===== src/rtl/mc_ctrl_fsm_if.sv =====
`default_nettype none
// ============================================================================
// Module      : mc_ctrl_fsm_if
// Description : Control/datapath bundle between the multi-cycle sequencer and
//               the shared datapath plus unified memory port.
//               master = sequencer side, slave = datapath/memory side.
// Revision    : 1.0 - initial release
// ============================================================================
interface mc_ctrl_fsm_if #(
    parameter int ST_W = 4
);
    // Instruction fields and datapath status
    logic [5:0]      instr_op_i;
    logic [5:0]      funct_i;
    logic            zero_i;
    logic            mem_ready_i;
    // Memory port control
    logic            mem_req_o;
    logic            mem_we_o;
    logic            iord_o;
    // Datapath register strobes and mux selects
    logic            ir_write_o;
    logic            mdr_write_o;
    logic            pc_write_o;
    logic [1:0]      pc_source_o;
    logic            alu_src_a_o;
    logic [1:0]      alu_src_b_o;
    logic            ext_zero_o;
    logic [3:0]      ALU_op_o;
    logic            reg_write_o;
    logic [1:0]      reg_dst_o;
    logic [1:0]      mem_to_reg_o;
    // Status
    logic            instr_done_o;
    logic            illegal_o;
    logic [ST_W-1:0] state_o;

    modport master (
        input  instr_op_i, funct_i, zero_i, mem_ready_i,
        output mem_req_o, mem_we_o, iord_o, ir_write_o, mdr_write_o,
               pc_write_o, pc_source_o, alu_src_a_o, alu_src_b_o, ext_zero_o,
               ALU_op_o, reg_write_o, reg_dst_o, mem_to_reg_o, instr_done_o,
               illegal_o, state_o
    );

    modport slave (
        output instr_op_i, funct_i, zero_i, mem_ready_i,
        input  mem_req_o, mem_we_o, iord_o, ir_write_o, mdr_write_o,
               pc_write_o, pc_source_o, alu_src_a_o, alu_src_b_o, ext_zero_o,
               ALU_op_o, reg_write_o, reg_dst_o, mem_to_reg_o, instr_done_o,
               illegal_o, state_o
    );
endinterface
`default_nettype wire


===== src/rtl/mc_ctrl_fsm.sv =====
`default_nettype none
// ============================================================================
// Module      : mc_ctrl_fsm
// Description : Multi-cycle control sequencer for the MIPS-subset CPU. Steps
//               the shared datapath through fetch/decode/execute/memory/
//               write-back and drives the unified memory req/ready port.
//               Optional macro MC_ILLEGAL_TRAP_EN: when defined an illegal
//               opcode parks the sequencer in ILLEGAL until reset; otherwise
//               an illegal opcode retires as a NOP.
// Revision    : 1.0 - initial release
// ============================================================================
module mc_ctrl_fsm #(
    parameter int         ST_W     = 4,
    parameter logic [5:0] JR_FUNCT = 6'b001000
) (
    input  logic          clk,
    input  logic          rst_n,
    mc_ctrl_fsm_if.master bus
);

    // Existing 4-bit ALU op encoding
    localparam logic [3:0] ALU_RTYPE = 4'd0;
    localparam logic [3:0] ALU_ADDI  = 4'd1;
    localparam logic [3:0] ALU_SLTIU = 4'd2;
    localparam logic [3:0] ALU_BEQ   = 4'd3;
    localparam logic [3:0] ALU_LUI   = 4'd4;
    localparam logic [3:0] ALU_ORI   = 4'd5;
    localparam logic [3:0] ALU_BNE   = 4'd6;
    localparam logic [3:0] ALU_LW    = 4'd7;
    localparam logic [3:0] ALU_SW    = 4'd8;
    localparam logic [3:0] ALU_J     = 4'd12;
    localparam logic [3:0] ALU_JAL   = 4'd13;

    // Opcodes
    localparam logic [5:0] OP_RTYPE = 6'b000000;
    localparam logic [5:0] OP_J     = 6'b000010;
    localparam logic [5:0] OP_JAL   = 6'b000011;
    localparam logic [5:0] OP_BEQ   = 6'b000100;
    localparam logic [5:0] OP_BNE   = 6'b000101;
    localparam logic [5:0] OP_ADDI  = 6'b001000;
    localparam logic [5:0] OP_SLTIU = 6'b001011;
    localparam logic [5:0] OP_ORI   = 6'b001101;
    localparam logic [5:0] OP_LUI   = 6'b001111;
    localparam logic [5:0] OP_LW    = 6'b100011;
    localparam logic [5:0] OP_SW    = 6'b101011;

    typedef enum logic [ST_W-1:0] {
        FETCH   = ST_W'(0),
        DECODE  = ST_W'(1),
        EXEC_R  = ST_W'(2),
        WB_R    = ST_W'(3),
        EXEC_I  = ST_W'(4),
        WB_I    = ST_W'(5),
        ADDR    = ST_W'(6),
        MEM_RD  = ST_W'(7),
        MEM_WR  = ST_W'(8),
        WB_MEM  = ST_W'(9),
        BRANCH  = ST_W'(10),
        JUMP    = ST_W'(11),
        JR      = ST_W'(12),
        ILLEGAL = ST_W'(13)
    } state_t;

    state_t     state;
    state_t     next_state;
    logic [3:0] imm_alu_op;

    // State register; reset always restarts at instruction fetch
    always_ff @(posedge clk) begin
        if (!rst_n) begin
            state <= FETCH;
        end else begin
            state <= next_state;
        end
    end

    // ALU op for immediate-format instructions, shared by EXEC_I and WB_I
    // (IR is stable across both, so the op is simply re-decoded)
    always_comb begin
        imm_alu_op = ALU_ADDI;
        case (bus.instr_op_i)
            OP_SLTIU: imm_alu_op = ALU_SLTIU;
            OP_LUI:   imm_alu_op = ALU_LUI;
            OP_ORI:   imm_alu_op = ALU_ORI;
            default:  imm_alu_op = ALU_ADDI;
        endcase
    end

    // Next-state decode and all datapath controls; outputs are forced low in reset
    always_comb begin
        next_state        = state;
        bus.mem_req_o     = 1'b0;
        bus.mem_we_o      = 1'b0;
        bus.iord_o        = 1'b0;
        bus.ir_write_o    = 1'b0;
        bus.mdr_write_o   = 1'b0;
        bus.pc_write_o    = 1'b0;
        bus.pc_source_o   = 2'd0;
        bus.alu_src_a_o   = 1'b0;
        bus.alu_src_b_o   = 2'd0;
        bus.ext_zero_o    = 1'b0;
        bus.ALU_op_o      = ALU_ADDI;
        bus.reg_write_o   = 1'b0;
        bus.reg_dst_o     = 2'd0;
        bus.mem_to_reg_o  = 2'd0;
        bus.instr_done_o  = 1'b0;
        bus.illegal_o     = 1'b0;
        bus.state_o       = state;

        if (!rst_n) begin
            next_state   = FETCH;
            bus.ALU_op_o = ALU_RTYPE;
            bus.state_o  = '0;
        end else begin
            case (state)
                FETCH: begin
                    bus.mem_req_o   = 1'b1;
                    bus.alu_src_b_o = 2'd1;
                    if (bus.mem_ready_i) begin
                        bus.ir_write_o = 1'b1;
                        bus.pc_write_o = 1'b1;
                        next_state     = DECODE;
                    end
                end
                DECODE: begin
                    // PC + (imm << 2) is computed here so branches find it in ALUOut
                    bus.alu_src_b_o = 2'd3;
                    case (bus.instr_op_i)
                        OP_RTYPE:                         next_state = (bus.funct_i == JR_FUNCT) ? JR : EXEC_R;
                        OP_ADDI, OP_SLTIU, OP_LUI, OP_ORI: next_state = EXEC_I;
                        OP_LW, OP_SW:                     next_state = ADDR;
                        OP_BEQ, OP_BNE:                   next_state = BRANCH;
                        OP_J, OP_JAL:                     next_state = JUMP;
                        default:                          next_state = ILLEGAL;
                    endcase
                end
                EXEC_R: begin
                    bus.alu_src_a_o = 1'b1;
                    bus.ALU_op_o    = ALU_RTYPE;
                    next_state      = WB_R;
                end
                WB_R: begin
                    bus.reg_write_o  = 1'b1;
                    bus.reg_dst_o    = 2'd1;
                    bus.instr_done_o = 1'b1;
                    next_state       = FETCH;
                end
                EXEC_I: begin
                    bus.alu_src_a_o = 1'b1;
                    bus.alu_src_b_o = 2'd2;
                    bus.ALU_op_o    = imm_alu_op;
                    bus.ext_zero_o  = (bus.instr_op_i == OP_ORI);
                    next_state      = WB_I;
                end
                WB_I: begin
                    bus.reg_write_o  = 1'b1;
                    bus.ALU_op_o     = imm_alu_op;
                    bus.ext_zero_o   = (bus.instr_op_i == OP_ORI);
                    bus.instr_done_o = 1'b1;
                    next_state       = FETCH;
                end
                ADDR: begin
                    bus.alu_src_a_o = 1'b1;
                    bus.alu_src_b_o = 2'd2;
                    bus.ALU_op_o    = (bus.instr_op_i == OP_LW) ? ALU_LW : ALU_SW;
                    next_state      = (bus.instr_op_i == OP_LW) ? MEM_RD : MEM_WR;
                end
                MEM_RD: begin
                    bus.mem_req_o = 1'b1;
                    bus.iord_o    = 1'b1;
                    if (bus.mem_ready_i) begin
                        bus.mdr_write_o = 1'b1;
                        next_state      = WB_MEM;
                    end
                end
                MEM_WR: begin
                    bus.mem_req_o = 1'b1;
                    bus.mem_we_o  = 1'b1;
                    bus.iord_o    = 1'b1;
                    if (bus.mem_ready_i) begin
                        bus.instr_done_o = 1'b1;
                        next_state       = FETCH;
                    end
                end
                WB_MEM: begin
                    bus.reg_write_o  = 1'b1;
                    bus.mem_to_reg_o = 2'd1;
                    bus.instr_done_o = 1'b1;
                    next_state       = FETCH;
                end
                BRANCH: begin
                    bus.alu_src_a_o  = 1'b1;
                    bus.pc_source_o  = 2'd1;
                    bus.instr_done_o = 1'b1;
                    if (bus.instr_op_i == OP_BEQ) begin
                        bus.ALU_op_o   = ALU_BEQ;
                        bus.pc_write_o = bus.zero_i;
                    end else begin
                        bus.ALU_op_o   = ALU_BNE;
                        bus.pc_write_o = ~bus.zero_i;
                    end
                    next_state = FETCH;
                end
                JUMP: begin
                    bus.pc_write_o   = 1'b1;
                    bus.pc_source_o  = 2'd2;
                    bus.instr_done_o = 1'b1;
                    if (bus.instr_op_i == OP_JAL) begin
                        // PC already holds the return address (PC+4) from FETCH
                        bus.ALU_op_o     = ALU_JAL;
                        bus.reg_write_o  = 1'b1;
                        bus.reg_dst_o    = 2'd2;
                        bus.mem_to_reg_o = 2'd2;
                    end else begin
                        bus.ALU_op_o     = ALU_J;
                    end
                    next_state = FETCH;
                end
                JR: begin
                    bus.pc_write_o   = 1'b1;
                    bus.pc_source_o  = 2'd3;
                    bus.instr_done_o = 1'b1;
                    next_state       = FETCH;
                end
                ILLEGAL: begin
`ifdef MC_ILLEGAL_TRAP_EN
                    bus.illegal_o    = 1'b1;
                    next_state       = ILLEGAL;
`else
                    bus.instr_done_o = 1'b1;
                    next_state       = FETCH;
`endif
                end
                default: begin
                    next_state = FETCH;
                end
            endcase
        end
    end

endmodule
`default_nettype wire


===== src/flat_wrapper.sv =====
// flat-port wrapper written by rule: the top's interface ports become plain ports
module mc_ctrl_fsm_flat 
#(
    parameter int         ST_W     = 4,
    parameter logic [5:0] JR_FUNCT = 6'b001000
)
  (clk, rst_n, bus_instr_op_i, bus_funct_i, bus_zero_i, bus_mem_ready_i, bus_mem_req_o, bus_mem_we_o, bus_iord_o, bus_ir_write_o, bus_mdr_write_o, bus_pc_write_o, bus_pc_source_o, bus_alu_src_a_o, bus_alu_src_b_o, bus_ext_zero_o, bus_ALU_op_o, bus_reg_write_o, bus_reg_dst_o, bus_mem_to_reg_o, bus_instr_done_o, bus_illegal_o, bus_state_o);
  mc_ctrl_fsm_if #(.ST_W(ST_W)) bus_i ();
  input  logic clk;
  input  logic rst_n;
  input wire logic [$bits(bus_i.instr_op_i)-1:0] bus_instr_op_i;
  input wire logic [$bits(bus_i.funct_i)-1:0] bus_funct_i;
  input wire logic [$bits(bus_i.zero_i)-1:0] bus_zero_i;
  input wire logic [$bits(bus_i.mem_ready_i)-1:0] bus_mem_ready_i;
  output wire logic [$bits(bus_i.mem_req_o)-1:0] bus_mem_req_o;
  output wire logic [$bits(bus_i.mem_we_o)-1:0] bus_mem_we_o;
  output wire logic [$bits(bus_i.iord_o)-1:0] bus_iord_o;
  output wire logic [$bits(bus_i.ir_write_o)-1:0] bus_ir_write_o;
  output wire logic [$bits(bus_i.mdr_write_o)-1:0] bus_mdr_write_o;
  output wire logic [$bits(bus_i.pc_write_o)-1:0] bus_pc_write_o;
  output wire logic [$bits(bus_i.pc_source_o)-1:0] bus_pc_source_o;
  output wire logic [$bits(bus_i.alu_src_a_o)-1:0] bus_alu_src_a_o;
  output wire logic [$bits(bus_i.alu_src_b_o)-1:0] bus_alu_src_b_o;
  output wire logic [$bits(bus_i.ext_zero_o)-1:0] bus_ext_zero_o;
  output wire logic [$bits(bus_i.ALU_op_o)-1:0] bus_ALU_op_o;
  output wire logic [$bits(bus_i.reg_write_o)-1:0] bus_reg_write_o;
  output wire logic [$bits(bus_i.reg_dst_o)-1:0] bus_reg_dst_o;
  output wire logic [$bits(bus_i.mem_to_reg_o)-1:0] bus_mem_to_reg_o;
  output wire logic [$bits(bus_i.instr_done_o)-1:0] bus_instr_done_o;
  output wire logic [$bits(bus_i.illegal_o)-1:0] bus_illegal_o;
  output wire logic [$bits(bus_i.state_o)-1:0] bus_state_o;
  assign bus_i.instr_op_i = bus_instr_op_i;
  assign bus_i.funct_i = bus_funct_i;
  assign bus_i.zero_i = bus_zero_i;
  assign bus_i.mem_ready_i = bus_mem_ready_i;
  assign bus_mem_req_o = bus_i.mem_req_o;
  assign bus_mem_we_o = bus_i.mem_we_o;
  assign bus_iord_o = bus_i.iord_o;
  assign bus_ir_write_o = bus_i.ir_write_o;
  assign bus_mdr_write_o = bus_i.mdr_write_o;
  assign bus_pc_write_o = bus_i.pc_write_o;
  assign bus_pc_source_o = bus_i.pc_source_o;
  assign bus_alu_src_a_o = bus_i.alu_src_a_o;
  assign bus_alu_src_b_o = bus_i.alu_src_b_o;
  assign bus_ext_zero_o = bus_i.ext_zero_o;
  assign bus_ALU_op_o = bus_i.ALU_op_o;
  assign bus_reg_write_o = bus_i.reg_write_o;
  assign bus_reg_dst_o = bus_i.reg_dst_o;
  assign bus_mem_to_reg_o = bus_i.mem_to_reg_o;
  assign bus_instr_done_o = bus_i.instr_done_o;
  assign bus_illegal_o = bus_i.illegal_o;
  assign bus_state_o = bus_i.state_o;
  mc_ctrl_fsm #(.ST_W(ST_W), .JR_FUNCT(JR_FUNCT)) u_core (.clk(clk), .rst_n(rst_n), .bus(bus_i));
endmodule

===== config.mk =====
export PLATFORM = sky130hd
export DESIGN_NAME = mc_ctrl_fsm_flat
export DESIGN_NICKNAME = d
export VERILOG_FILES = /design/src/rtl/mc_ctrl_fsm_if.sv /design/src/rtl/mc_ctrl_fsm.sv /design/src/flat_wrapper.sv
export SDC_FILE = /design/constraint.sdc
export NUM_CORES = 1
export LEC_CHECK = 0
export ABC_AREA = 1
export BUFFER_PORTS_ARGS = -buffer_cell sky130_fd_sc_hd__clkbuf_2
export CORE_MARGIN = 1.5
export CORE_UTILIZATION = 40
export CTS_BUF_LIST = sky130_fd_sc_hd__clkbuf_4 sky130_fd_sc_hd__clkbuf_8 sky130_fd_sc_hd__clkbuf_16
export DETAILED_ROUTE_END_ITERATION = 16
export GPL_ROUTABILITY_DRIVEN = 0
export PLACE_DENSITY = 0.82
export SYNTH_ARGS = -nofsm -noshare
export SYNTH_HDL_FRONTEND = slang
export SYNTH_SLANG_ARGS = --single-unit
export TNS_END_PERCENT = 30

===== constraint.sdc =====
create_clock -name clk -period 3.25 [get_ports clk]
set_input_delay 0.4875 -clock clk [delete_from_list [all_inputs] [get_ports clk]]
set_output_delay 0.4875 -clock clk [all_outputs]
set_load 0.01 [all_outputs]

# Word level (Yosys, flattened, before mapping)
# Cells that the tools add are included.
[op_classes]
n_addsub = 0
multipliers = 0
div = 0
n_lt_le_gt_ge = 0
eq_ne = 27
n_shift = 0
n_mux = 45
n_bitwise = 1
n_reduce_logical = 15
[op_table]
columns = ["op", "n"]
rows = [
  ["$pmux 4 s5", 2],
  ["$eq 6x4->1 const B", 5],
  ["$mux 4", 7],
  ["$pmux 4 s7", 1],
  ["$eq 4x4->1 const B", 6],
  ["$mux 1", 21],
  ["$eq 4x3->1 const B", 4],
  ["$reduce_or 2->1", 7],
  ["$eq 6x2->1 const B", 2],
  ["$eq 6x3->1 const B", 2],
  ["$eq 6x6->1 const B", 2],
  ["$pmux 2 s3", 2],
  ["$mux 2", 5],
  ["$pmux 3 s3", 1],
  ["$eq 4x2->1 const B", 2],
  ["$pmux 2 s2", 2],
  ["$reduce_or 4->1", 2],
  ["$reduce_or 7->1", 1],
  ["$logic_not 6->1", 1],
  ["$ne 2x2->1 const B", 3],
  ["$reduce_or 3->1", 2],
  ["$eq 4x1->1 const B", 1],
  ["$logic_not 4->1", 1],
  ["$pmux 1 s2", 2],
  ["4 further kinds", 4],
]
[word_totals]
regBits = 4
latch_bits = 0
ram_bits = 0
rom_bits = 0
out_inout_bits = 27
elab_cells = 89
memories = 0

# Depth between registers and ports, before layout
# Gate-level depths: netlist of run 1.
[depth]
word_depth = 4
ltp_mapped = 11

# Least setup slack after synthesis of run 1
# OpenSTA, ideal clock, no wires.
[synth_path]
path_type = "input to output"
startpoint = "input port bus_instr_op_i[0]"
endpoint = "output port bus_ALU_op_o[0]"
arrival_ps = 1278
required_ps = 2762
slack_ps = 1485
cell_stages = 10
path_buffers = 0
cell_sequence = "nand2_1 > nor2_2 > nand2_1 > inv_1 > nand2_1 > nor2_4 > inv_2 > nand3_1 > nor2_1 > nor2_1"
[synth_via]
elab_chain_len = 4
elab_cells_between_ends = 12
classes_between = "eq/ne: 6; mux: 6"
[synth_rtl]
columns = ["item", "line", "text"]
rows = [
  ["start: declaration", "flat_wrapper.sv:11", "input wire logic [$bits(bus_i.instr_op_i)-1:0] bus_instr_op_i;"],
  ["$eq 6x4->1, or another cell as far along", "mc_ctrl_fsm.sv:81", "case (bus.instr_op_i)"],
  ["$pmux 3 s3, or another cell as far along", "mc_ctrl_fsm.sv:81", ""],
  ["$pmux 4 s5 *", "mc_ctrl_fsm.sv:115", "case (state)"],
  ["$mux 4 *", "mc_ctrl_fsm.sv:110", "if (!rst_n) begin"],
  ["end: declaration", "flat_wrapper.sv:25", "output wire logic [$bits(bus_i.ALU_op_o)-1:0] bus_ALU_op_o;"],
]
# Every way passes the cells marked *; elsewhere a longest branch is shown, timed or not.

# Worst setup path after layout of run 1
[layout_path]
startpoint = "register u_core.state[1]"
endpoint = "output port bus_ALU_op_o[0]"
[layout_via]
elab_chain_len = 4
elab_cells_between_ends = 9
classes_between = "eq/ne: 6; mux: 2; reduce/logical: 1"
[layout_rtl]
columns = ["item", "line", "text"]
rows = [
  ["start: declaration", "mc_ctrl_fsm.sv:64", "state_t state;"],
  ["start signal: assignment", "mc_ctrl_fsm.sv:73", "state <= next_state;"],
  ["$eq 4x3->1", "mc_ctrl_fsm.sv:115", ""],
  ["$reduce_or 2->1 (no source line)", "n/a", ""],
  ["$pmux 4 s5 *", "mc_ctrl_fsm.sv:115", ""],
  ["$mux 4 *", "mc_ctrl_fsm.sv:110", ""],
]
# Marks and branches as above.

==> impl_metrics.csv, run 1 <==
group,metric,value,unit
status,run_status,"completed",
synth,synth_seq_cells,4,
floorplanning,die_x,50.4,um
synth,yosys.area_share.simple,0.609,
finish,reg.largest.list,"u_core.state: 4 flops",
clock_network,htree_levels,1,
timing,fin_crit_sh,0.652,
routing,drc,0,
timing,fmax,0.472,GHz
setup_path,crit_path_end_kind,"primary output",
routing,drt_iter0_drc,21,
setup_path,crit_path_frequent_cell,"nor2_1",
clock_network,cts_hold_buf,0,
synth,synth_compound_area_frac,0.130,
synth,synth_xor_area_frac,0,
synth,yosysWarnings,0,
synth,ys_types,24,
clock_network,max-clock-path-buffers,2,
clock_network,numCtsBuffers,3,
floorplanning,start_util,0.440,
routing,firstDrtPassIters,4,
finish,largest_reg_flops,4,
finish,finish.net_count,235,
timing,hold_viol,0,
routing,antenna_left,0,
routing,vias,1161,
routing,viasPerCell,4.76,
setup_path,path_cells,"inv_2 -> nor2_4 -> nand2_2 -> nor3_2 -> a21oi_1 -> o21ai_2 -> nor2_1 -> nor2_1 -> clkbuf_2",
finish,layout-drive-gt1-share,0.327,
grt,grt_pass1_vias,1028,
finish,largest_register,"u_core.state",
timing,grt_setup_unrepaired,"no",
pwr,p_total,0.601,mW
setup_path,arrival,1.63,ns
synth,synth_nets,193,
floorplanning,die_h,50.4,um
pwr,leakage,0.694,nW
grt,grt_pass1_wl,4050,um
setup_path,crit_path_start_kind,"flop",
setup_path,rr_worst_depth,7,
timing,fin_crit,2.12,ns
clock_network,cts.sinks,4,
worst_hold_path,hp-start,"bus_mem_ready_i",
timing,finalSetupTns,0,ns
worst_hold_path,hp-class,"in -> reg",
placed_design,io_buffers,41,
setup_path,slowest_delay,0.47,ns
grt,grt.overflow.total,0,
setup_path,crit_path_max_fanout,7,
setup_path,r2r_setup_slack,1.88,ns
synth,yosysSeqAreaShare,0.0891,
flow_run,drv_cap,0,
synth,synth_mux_area_frac,0,
floorplanning,dieArea,0.00254,mm^2
synth,synthCells,177,
pwr,p_per_area,529,mW/mm^2
finish,area_growth,26.5,%
clock_network,path_clk_slew,0.04,ns
grt,antenna_found_initial,0,
setup_path,crit_slowest_cell,"dfxtp_1",
timing,clock_skew,0.00199,ns
synth,syn_area,898,um^2
worst_hold_path,min_to,"u_core.state[3]",
routing,wl_per_cell,9.32,um
setup_path,cp_num_buf_inv,2,
setup_path,worstReg2RegStart,"u_core.state[2]",
pwr,irDropWorstVdd,0.000417,V
floorplanning,core_region_area,0.00204,mm^2
grt,gr-usage-all-layers,0.201,
clock_network,cts_setup_buffers,0,
clock_network,clk_latency,0.24,ns
clock_network,cts_tree,"yes",
clock_network,cts-root-buf,"clkbuf_4",
finish,antenna_cells,0,
floorplanning,ios,43,
setup_path,criticalPathCategory,"reg -> out",
synth,synthAdderAreaFrac,0,
timing,drv_slew,0,
floorplanning,num_rows,16,
setup_path,r2r-end,"u_core.state[3]",
routing,wl,2270,um
synth,synth_top_family_by_area,"simple AND/OR/NAND/NOR gates",
placed_design,hpwl,1940,um
timing,setup_viol,0,
clock_network,cts_repair_resize_count,0,
setup_path,critPathTopFamily,"simple AND/OR/NAND/NOR gates",
worst_hold_path,min_path_cells,4,
grt,grt_max_degree,18,
setup_path,cp_data_required_time,2.76,ns
synth,syn_avg_cell_area,5.08,um^2
==> routing by layer <==
layer  vias to the layer above  wire length (um)  track usage
li1                        627                 -            -
met2                        32               999        0.349
met1                       500              1150        0.261
met5                         -                 0            0
met4                         0                10       0.0405
met3                         2               113       0.0357
==> area by class of cell <==
cell class                 count  area (um^2)
clock buffer                   3         22.5
fill                         232          906
inverter                      34          128
multi-input combinational    135          667
sequential                     4         80.1
tap                           27         33.8
timing repair buffer          41          205
==> metrics by stage <==
step / setup WS, ns / cell area, um^2 / instances / utilization / hold WS (ns)
finish: 1.13 / 1140 / 244 / 0.556 / 0.593
global placement: 1.20 / 1110 / 241 / 0.545 / 0.666
global route: 0.974 / 1140 / 244 / 0.556 / 0.618
detailed placement: 1.15 / 1110 / 241 / 0.545 / 0.649
floorplan: 1.48 / 898 / 177 / - / 0.644
CTS: 1.12 / 1140 / 244 / 0.556 / 0.586
==> worst max path at each step <==
stage	endpoint	slack, ns	cells after the start	startpoint
final	bus_ALU_op_o[0]	1.13	9	u_core.state[1]
after CTS	bus_ALU_op_o[0]	1.12	9	u_core.state[1]
after global routing	bus_ALU_op_o[0]	0.97	9	u_core.state[2]
after detailed placement	bus_instr_done_o	1.15	6	rst_n
after floorplan	bus_ALU_op_o[0]	1.48	10	bus_instr_op_i[0]
after global placement	bus_instr_done_o	1.20	6	rst_n
==> tightest hold or removal path, cell delays in order <==
cell      delay, ns
clkbuf_2       0.14
a31oi_4        0.06
nand2_1        0.05
nand2_1        0.04
==> cell families (layout without fill, tap and decap cells) <==
| group | count (synthesis) | in the layout |
|---|---|---|
| AND/OR/NAND/NOR | 116 | 116 |
| buffers and inverters | 38 | 78 |
| AO/OA/AOI/OAI | 18 | 18 |
| flip-flops | 4 | 4 |
| other | 1 | 1 |
==> synthesized netlist by cell type <==
cell	count	area share
nand2_1	45	0.19
o21ai_0	6	0.033
nand2_2	5	0.035
nand3_1	16	0.089
buf_4	2	0.017
a31oi_4	1	0.024
inv_1	26	0.11
conb_1	1	0.0042
nand4_2	1	0.014
nor3_1	5	0.028
clkbuf_1	1	0.0042
a41oi_1	1	0.0098
a21oi_1	6	0.033
inv_2	7	0.029
dfxtp_1	4	0.089
nor2_4	6	0.075
nor3_2	1	0.011
clkinv_1	1	0.0042
a31oi_1	2	0.014
nor2_1	32	0.13
o21ai_2	1	0.0098
nor2_2	5	0.035
buf_2	1	0.0056
o21ai_1	1	0.0056
==> cell usage in the layout (no fill, tap or decap), types with 2 or more instances in the layout <==
cell / n
nor2_2: 5
inv_2: 7
inv_1: 26
nor2_4: 6
o21ai_0: 6
clkbuf_4: 3
nand3_1: 16
clkbuf_2: 41
nor3_1: 5
nand2_2: 5
a31oi_1: 2
nor2_1: 32
nand2_1: 45
a21oi_1: 6
dfxtp_1: 4
==> power by group <==
| group | internal [mW] | total [mW] | switching (mW) |
|---|---|---|---|
| logic | 0.156 | 0.437 | 0.281 |
| registers | 0.0673 | 0.101 | 0.0335 |
| clock network | 0.0414 | 0.0633 | 0.0219 |
| total | 0.265 | 0.601 | 0.336 |
No activity file was read; power rests on OpenSTA's default activity.
==> run 2, diff against run 1 <==
--- a/config.mk
+++ b/config.mk
@@ -5,14 +5,14 @@
 export SDC_FILE = /design/constraint.sdc
 export NUM_CORES = 1
 export LEC_CHECK = 0
-export ABC_AREA = 1
+export ABC_AREA = 0
 export BUFFER_PORTS_ARGS = -buffer_cell sky130_fd_sc_hd__clkbuf_2
 export CORE_MARGIN = 1.5
 export CORE_UTILIZATION = 40
 export CTS_BUF_LIST = sky130_fd_sc_hd__clkbuf_4 sky130_fd_sc_hd__clkbuf_8 sky130_fd_sc_hd__clkbuf_16
 export DETAILED_ROUTE_END_ITERATION = 16
 export GPL_ROUTABILITY_DRIVEN = 0
-export PLACE_DENSITY = 0.82
+export PLACE_DENSITY = 0.8
 export SYNTH_ARGS = -nofsm -noshare
 export SYNTH_HDL_FRONTEND = slang
 export SYNTH_SLANG_ARGS = --single-unit
==> constraint.sdc (replaced) <==
create_clock -name clk -period 2.1 [get_ports clk]
set_input_delay 0.315 -clock clk [delete_from_list [all_inputs] [get_ports clk]]
set_output_delay 0.315 -clock clk [all_outputs]
set_load 0.01 [all_outputs]
==> run 2 against run 1 <==
Clock power is 60% higher. Cell count fell by 13%. Critical path depth decreased by 2. Clock skew rose by 0.0060 ns. Combinational power is 38% higher. Synthesized cell count decreased by 15%. Non-clock buffer count increased by 7. Die area rose by 7.7%. Highest routed layer unchanged. Sequential share of layout area shrank 0.32 points. Power rose by 41%. Sequential cell count unchanged. Synthesized area is 8.2% higher.
==> impl_metrics.csv, run 2 <==
group,metric,value,unit
clock_network,cts_hold_buf,0,
setup_path,r2r-end,"u_core.state[3]",
clock_network,path_clk_slew,0.04,ns
clock_network,htree_levels,1,
pwr,p_total,0.850,mW
setup_path,criticalPathCategory,"in -> out",
timing,fmax,0.515,GHz
setup_path,crit_path_max_fanout,11,
routing,wl_per_cell,12.4,um
routing,drt_iter0_drc,45,
synth,synthCells,150,
setup_path,crit_start,"bus_instr_op_i[2]",
routing,vias,1224,
pwr,p_per_area,703,mW/mm^2
finish,stdcell_count,213,
setup_path,slowest_delay,0.35,ns
synth,ys_types,45,
pwr,leakage,0.568,nW
synth,yosysMostFrequentCell,"nor2_1",
worst_hold_path,hp-class,"in -> reg",
floorplanning,dieArea,0.00274,mm^2
grt,grt_pass1_vias,1026,
finish,layout-drive-gt1-share,0.335,
finish,reg.largest.list,"u_core.state: 4 flops",
finish,post-route-util,0.536,
setup_path,crit_path_end,"bus_ALU_op_o[0]",
setup_path,path_cells,"clkbuf_2 -> nand3b_4 -> nor4b_4 -> nand4_1 -> inv_1 -> o41a_1 -> clkbuf_2",
timing,tightest_slew,0.547,ns
grt,gr-usage-all-layers,0.211,
finish,final_common_cell,"clkbuf_2",
synth,syn_area,972,um^2
floorplanning,core_region_area,0.00225,mm^2
synth,ys_top_cells_by_count,"nor2_1 (17), nand2_1 (14), a21oi_1 (10)",
placed_design,hpwl,2060,um
synth,netlist.area_leader.share,0.0824,
synth,synth_area_leaders,"dfxtp_1 (8.2%), nor2_1 (6.6%), nand2_1 (5.4%)",
setup_path,crit_path_frequent_cell,"clkbuf_2",
setup_path,crit_path_start_kind,"input pin",
floorplanning,start_util,0.431,
finish,fill_cells,246,
pwr,irDropWorstVdd,0.000537,V
setup_path,rr_worst_depth,6,
setup_path,cp_num_buf_inv,3,
floorplanning,ios,43,
floorplanning,die_h,52.3,um
floorplanning,die_x,52.3,um
routing,drc,0,
timing,fin_crit,1.94,ns
routing,antenna_left,0,
synth,synth_top_area_cell,"dfxtp_1",
setup_path,crit_slowest_cell,"nor4b_4",
clock_network,cts_tree,"yes",
finish,area_growth,24.3,%
synth,synth_top_flop_cell,"dfxtp_1",
finish,final_cell_mix,"clkbuf_2 (41), nor2_1 (17), nand2_1 (14), a21oi_1 (10), nand3_1 (8)",
timing,max_slew_margin,0.630,
setup_path,critPathTopFamily,"simple AND/OR/NAND/NOR gates",
routing,wl,2650,um
setup_path,arrival,1.63,ns
placed_design,dpl.cell_count,210,
clock_network,max-clock-path-buffers,2,
clock_network,clk_latency,0.24,ns
finish,finish.net_count,203,
synth,yosysSeqAreaShare,0.0824,
synth,synth_seq_cells,4,
synth,yosysWarnings,0,
setup_path,r2r_setup_slack,0.43,ns
routing,viasPerCell,5.75,
timing,finalSetupTns,0,ns
timing,fin_crit_sh,0.925,
clock_network,cts-root-buf,"clkbuf_4",
placed_design,io_buffers,41,
floorplanning,num_rows,17,
setup_path,worstReg2RegStart,"u_core.state[2]",
synth,synth-edff-count,0,
clock_network,cts.sinks,4,
finish,largest_reg_flops,4,
timing,grt_setup_unrepaired,"no",
timing,setup_viol,0,
synth,syn_avg_cell_area,6.48,um^2
setup_path,cp.depth,7,
timing,drv_slew,0,
routing,firstDrtPassIters,4,
timing,hold_viol,0,
clock_network,numCtsBuffers,3,
finish,antenna_cells,0,
setup_path,cp_data_required_time,1.78,ns
timing,hold_ws,0.544,ns
flow_run,drv_cap,0,
synth,synth_nets,166,
timing,clock_skew,0.00797,ns
finish,largest_register,"u_core.state",
grt,grt.overflow.total,0,
worst_hold_path,hp-start,"bus_instr_op_i[4]",
grt,grt_pass1_wl,4440,um
grt,antenna_found_initial,0,
grt,grt_max_degree,22,
setup_path,crit_path_end_kind,"primary output",
synth,synth_async_sr_flop_share,0,
status,run_status,"completed",
[run 2: cell types whose count changed in the layout (fill, tap and decap cells not counted), sizes merged, moves of 4 or more]
cell and delta:
a21oi +5, nand3 -8, nor2b +4, nor2 -25
nand2b +7, nand3b +6, buf +7, and2 +6
nand2 -36, inv -31, o21a +4
[run 2: repair_timing]
item	CTS	global route
endpoints found under the setup margin	0	5
resized for setup	0	2
setup buffers	0	0
[run 2: power breakdown]
group / internal, mW / switching (mW) / total [mW]
Clock: 0.0643 / 0.0370 / 0.101
Combinational: 0.254 / 0.350 / 0.604
Sequential: 0.102 / 0.0423 / 0.145
Total: 0.421 / 0.429 / 0.850
[run 2: metal layers]
metal	GRT usage	wire (um)	vias up
met2	0.356	1210	53
met4	0.0641	17	0
met1	0.275	1220	552
li1	-	-	617
met5	0	0	-
met3	0.0286	191	2
[run 2: tightest hold or removal path, cell delays in order]
cell and delay [ns]:
clkbuf_2 0.14, buf_4 0.16, a21oi_1 0.07, nand3_1 0.07
[run 2: worst min path at each step]
stage,endpoint,slack (ns),cells past startpoint
final,u_core.state[0],0.54,4
after global routing,u_core.state[0],0.55,3
after CTS,u_core.state[0],0.53,3
after detailed placement,u_core.state[1],0.63,2
after global placement,u_core.state[1],0.63,2
after floorplan,u_core.state[0],0.44,2
[run 2: cell families after synthesis]
logic type                after synthesis  share of synthesized area
other                                   1                    0.00386
DFF                                     4                     0.0824
buffers and inverters                  18                     0.0952
xor gates and xnor gates                3                     0.0270
AOI/OAI and AO/OA                      40                      0.283
and+or+nand+nor                        84                      0.508
[run 2: through the flow]
stage	setup WS [ns]	instance area, um^2
global route	0.0259	1210
floorplan	0.358	972
detailed placement	0.157	1180
global placement	0.191	1180
CTS	0.0712	1200
finish	0.158	1210
[run 2: area by class of cell]
cell class	count	area, um^2	area share
Inverter	2	7.51	0.00621
Tap cell	28	35.0	0.0290
Clock buffer	3	22.5	0.0186
Sequential cell	4	81.3	0.0673
Multi-Input combinational cell	128	805	0.666
Timing Repair Buffer	48	258	0.213
==> run 3, diff against run 2 <==
--- a/config.mk
+++ b/config.mk
@@ -7,11 +7,13 @@
 export LEC_CHECK = 0
 export ABC_AREA = 0
 export BUFFER_PORTS_ARGS = -buffer_cell sky130_fd_sc_hd__clkbuf_2
+export CAP_MARGIN = 20
 export CORE_MARGIN = 1.5
 export CORE_UTILIZATION = 40
 export CTS_BUF_LIST = sky130_fd_sc_hd__clkbuf_4 sky130_fd_sc_hd__clkbuf_8 sky130_fd_sc_hd__clkbuf_16
 export DETAILED_ROUTE_END_ITERATION = 16
 export GPL_ROUTABILITY_DRIVEN = 0
+export MAX_ROUTING_LAYER = met4
 export PLACE_DENSITY = 0.8
 export SYNTH_ARGS = -nofsm -noshare
 export SYNTH_HDL_FRONTEND = slang
==> run 3 against run 2 <==
Clock power hardly changed. Core utilization stayed put. Sequential power hardly changed. Cell count stayed put. Highest routed layer unchanged.
==> impl_metrics.csv, run 3 (same netlist as run 2, synthesis figures left out) <==
group,metric,value,unit
status,run_status,"completed",
grt,grt_pass1_vias,1026,
setup_path,arrival,1.63,ns
pwr,seq_power_share,0.170,
pwr,p_per_area,704,mW/mm^2
setup_path,crit_path_end_kind,"primary output",
pwr,p_clk_frac,0.117,
setup_path,r2r-end,"u_core.state[3]",
setup_path,crit_path_start_kind,"input pin",
finish,final_cell_mix,"clkbuf_2 (41), nor2_1 (17), nand2_1 (14), a21oi_1 (10), nand3_1 (8)",
floorplanning,start_util,0.431,
timing,max_slew_margin,0.627,
routing,antenna_left,0,
routing,wl,2670,um
finish,post-route-util,0.536,
routing,viasPerCell,5.84,
setup_path,r2r_setup_slack,0.43,ns
timing,clock_skew,0.00562,ns
finish,largest_register,"u_core.state",
timing,fmax,0.514,GHz
grt,gr-usage-all-layers,0.216,
setup_path,critPathTopFamily,"simple AND/OR/NAND/NOR gates",
clock_network,cts-root-buf,"clkbuf_4",
pwr,swShare,0.506,
grt,antenna_found_initial,0,
routing,drc,0,
floorplanning,ios,43,
placed_design,place_area,0.00118,mm^2
floorplanning,num_rows,17,
timing,fin_crit,1.94,ns
pwr,comb_power_share,0.713,
finish,area_growth,24.3,%
routing,wl_per_cell,12.5,um
worst_hold_path,hp-class,"in -> reg",
pwr,p_switching,0.431,mW
setup_path,worstReg2RegStart,"u_core.state[2]",
finish,final_common_cell,"clkbuf_2",
setup_path,cp_num_buf_inv,3,
clock_network,htree_levels,1,
worst_hold_path,min_path_cells,4,
timing,grt_setup_unrepaired,"no",
worst_hold_path,min_to,"u_core.state[0]",
flow_run,drv_cap,0,
clock_network,cts_tree,"yes",
routing,drt_iter0_drc,45,
grt,grt.overflow.total,0,
setup_path,path_cells,"clkbuf_2 -> nand3b_4 -> nor4b_4 -> nand4_1 -> inv_1 -> o41a_1 -> clkbuf_2",
timing,fin_crit_sh,0.926,
setup_path,crit_path_frequent_cell,"clkbuf_2",
finish,reg.largest.list,"u_core.state: 4 flops",
grt,grt_max_degree,22,
setup_path,crit_slowest_cell,"nor4b_4",
routing,vias,1244,
worst_hold_path,hp-start,"bus_instr_op_i[4]",
finish,finish.net_count,203,
clock_network,cts.sinks,4,
setup_path,cp_data_required_time,1.78,ns
timing,setup_viol,0,
routing,firstDrtPassIters,4,
timing,hold_viol,0,
setup_path,crit_path_max_fanout,11,
timing,tightest_slew,0.551,ns
pwr,leakage,0.568,nW
floorplanning,dieArea,0.00274,mm^2
floorplanning,die_h,52.3,um
floorplanning,die_x,52.3,um
pwr,p_int,0.421,mW
placed_design,io_buffers,41,
clock_network,numCtsBuffers,3,
finish,layout-drive-gt1-share,0.335,
finish,largest_reg_flops,4,
pwr,irDropWorstVdd,0.000539,V
setup_path,rr_worst_depth,6,
setup_path,crit_start,"bus_instr_op_i[2]",
pwr,p_total,0.851,mW
placed_design,hpwl,2060,um
clock_network,path_clk_slew,0.04,ns
setup_path,criticalPathCategory,"in -> out",
clock_network,clk_latency,0.24,ns
grt,grt_pass1_wl,4440,um
timing,finalSetupTns,0,ns
clock_network,max-clock-path-buffers,2,
finish,postLayoutCellArea,0.00121,mm^2
floorplanning,core_region_area,0.00225,mm^2
timing,drv_slew,0,
setup_path,slowest_delay,0.35,ns
finish,antenna_cells,0,
-- run 3: cell counts in the layout (fill, tap and decap cells not counted) --
No cell type changed its count.
-- run 3: cell type report --
cell class	instances	area (um^2)
Inverter	2	7.51
Sequential cell	4	81.3
Tap cell	28	35.0
Clock buffer	3	22.5
Timing Repair Buffer	48	258
Fill cell	246	1050
Multi-Input combinational cell	128	805
-- run 3: power by group through the flow --
stage          Combinational [mW]  Clock, mW  Sequential (mW)
4_1_cts                     0.605      0.103            0.143
6_report                    0.607     0.0999            0.145
2_1_floorplan               0.451          0            0.118
3_3_place_gp                0.596          0            0.144
5_1_grt                     0.681      0.112            0.147
3_5_place_dp                0.604          0            0.144
-- run 3: worst reg2reg max path, cell delays in order, from the launching register on --
cell and delay, ns:
dfxtp_1 0.36, buf_4 0.21, nor2_1 0.21, nand2_1 0.14
nor2_1 0.33, o311ai_0 0.21, nand3_1 0.13
-- run 3: worst max path at each step --
stage	end	slack, ns	depth (start not counted)
finish	bus_ALU_op_o[0]	0.16	7
global route	bus_ALU_op_o[0]	0.03	7
CTS	bus_ALU_op_o[0]	0.07	4
detailed placement	bus_ALU_op_o[0]	0.16	7
global placement	bus_ALU_op_o[0]	0.19	7
floorplan	bus_reg_dst_o[1]	0.36	6
-- run 3: what timing repair did --
| action | in CTS | in global routing |
|---|---|---|
| setup buffers | 0 | 0 |
| hold buffers | 0 | 0 |
| setup endpoints to repair | 0 | 5 |
| resized for setup | 0 | 2 |
-- run 3: per-layer routing --
| layer | up-vias | global-route usage | part of all wire |
|---|---|---|---|
| li1 | 621 | - | - |
| met1 | 552 | 0.277 | 0.46 |
| met2 | 69 | 0.356 | 0.46 |
| met3 | 2 | 0.0257 | 0.076 |
| met4 | 0 | 0.0641 | 0.0060 |
| met5 | - | - | 0 |
-- run 3: through the flow --
| stage | worst slack, ns | hold WS, ns | instances |
|---|---|---|---|
| 3_5_place_dp | 0.157 | 0.626 | 210 |
| 6_report | 0.156 | 0.543 | 213 |
| 3_3_place_gp | 0.191 | 0.629 | 210 |
| 2_1_floorplan | 0.358 | 0.438 | 150 |
| 4_1_cts | 0.0712 | 0.530 | 213 |
| 5_1_grt | 0.0259 | 0.548 | 213 |
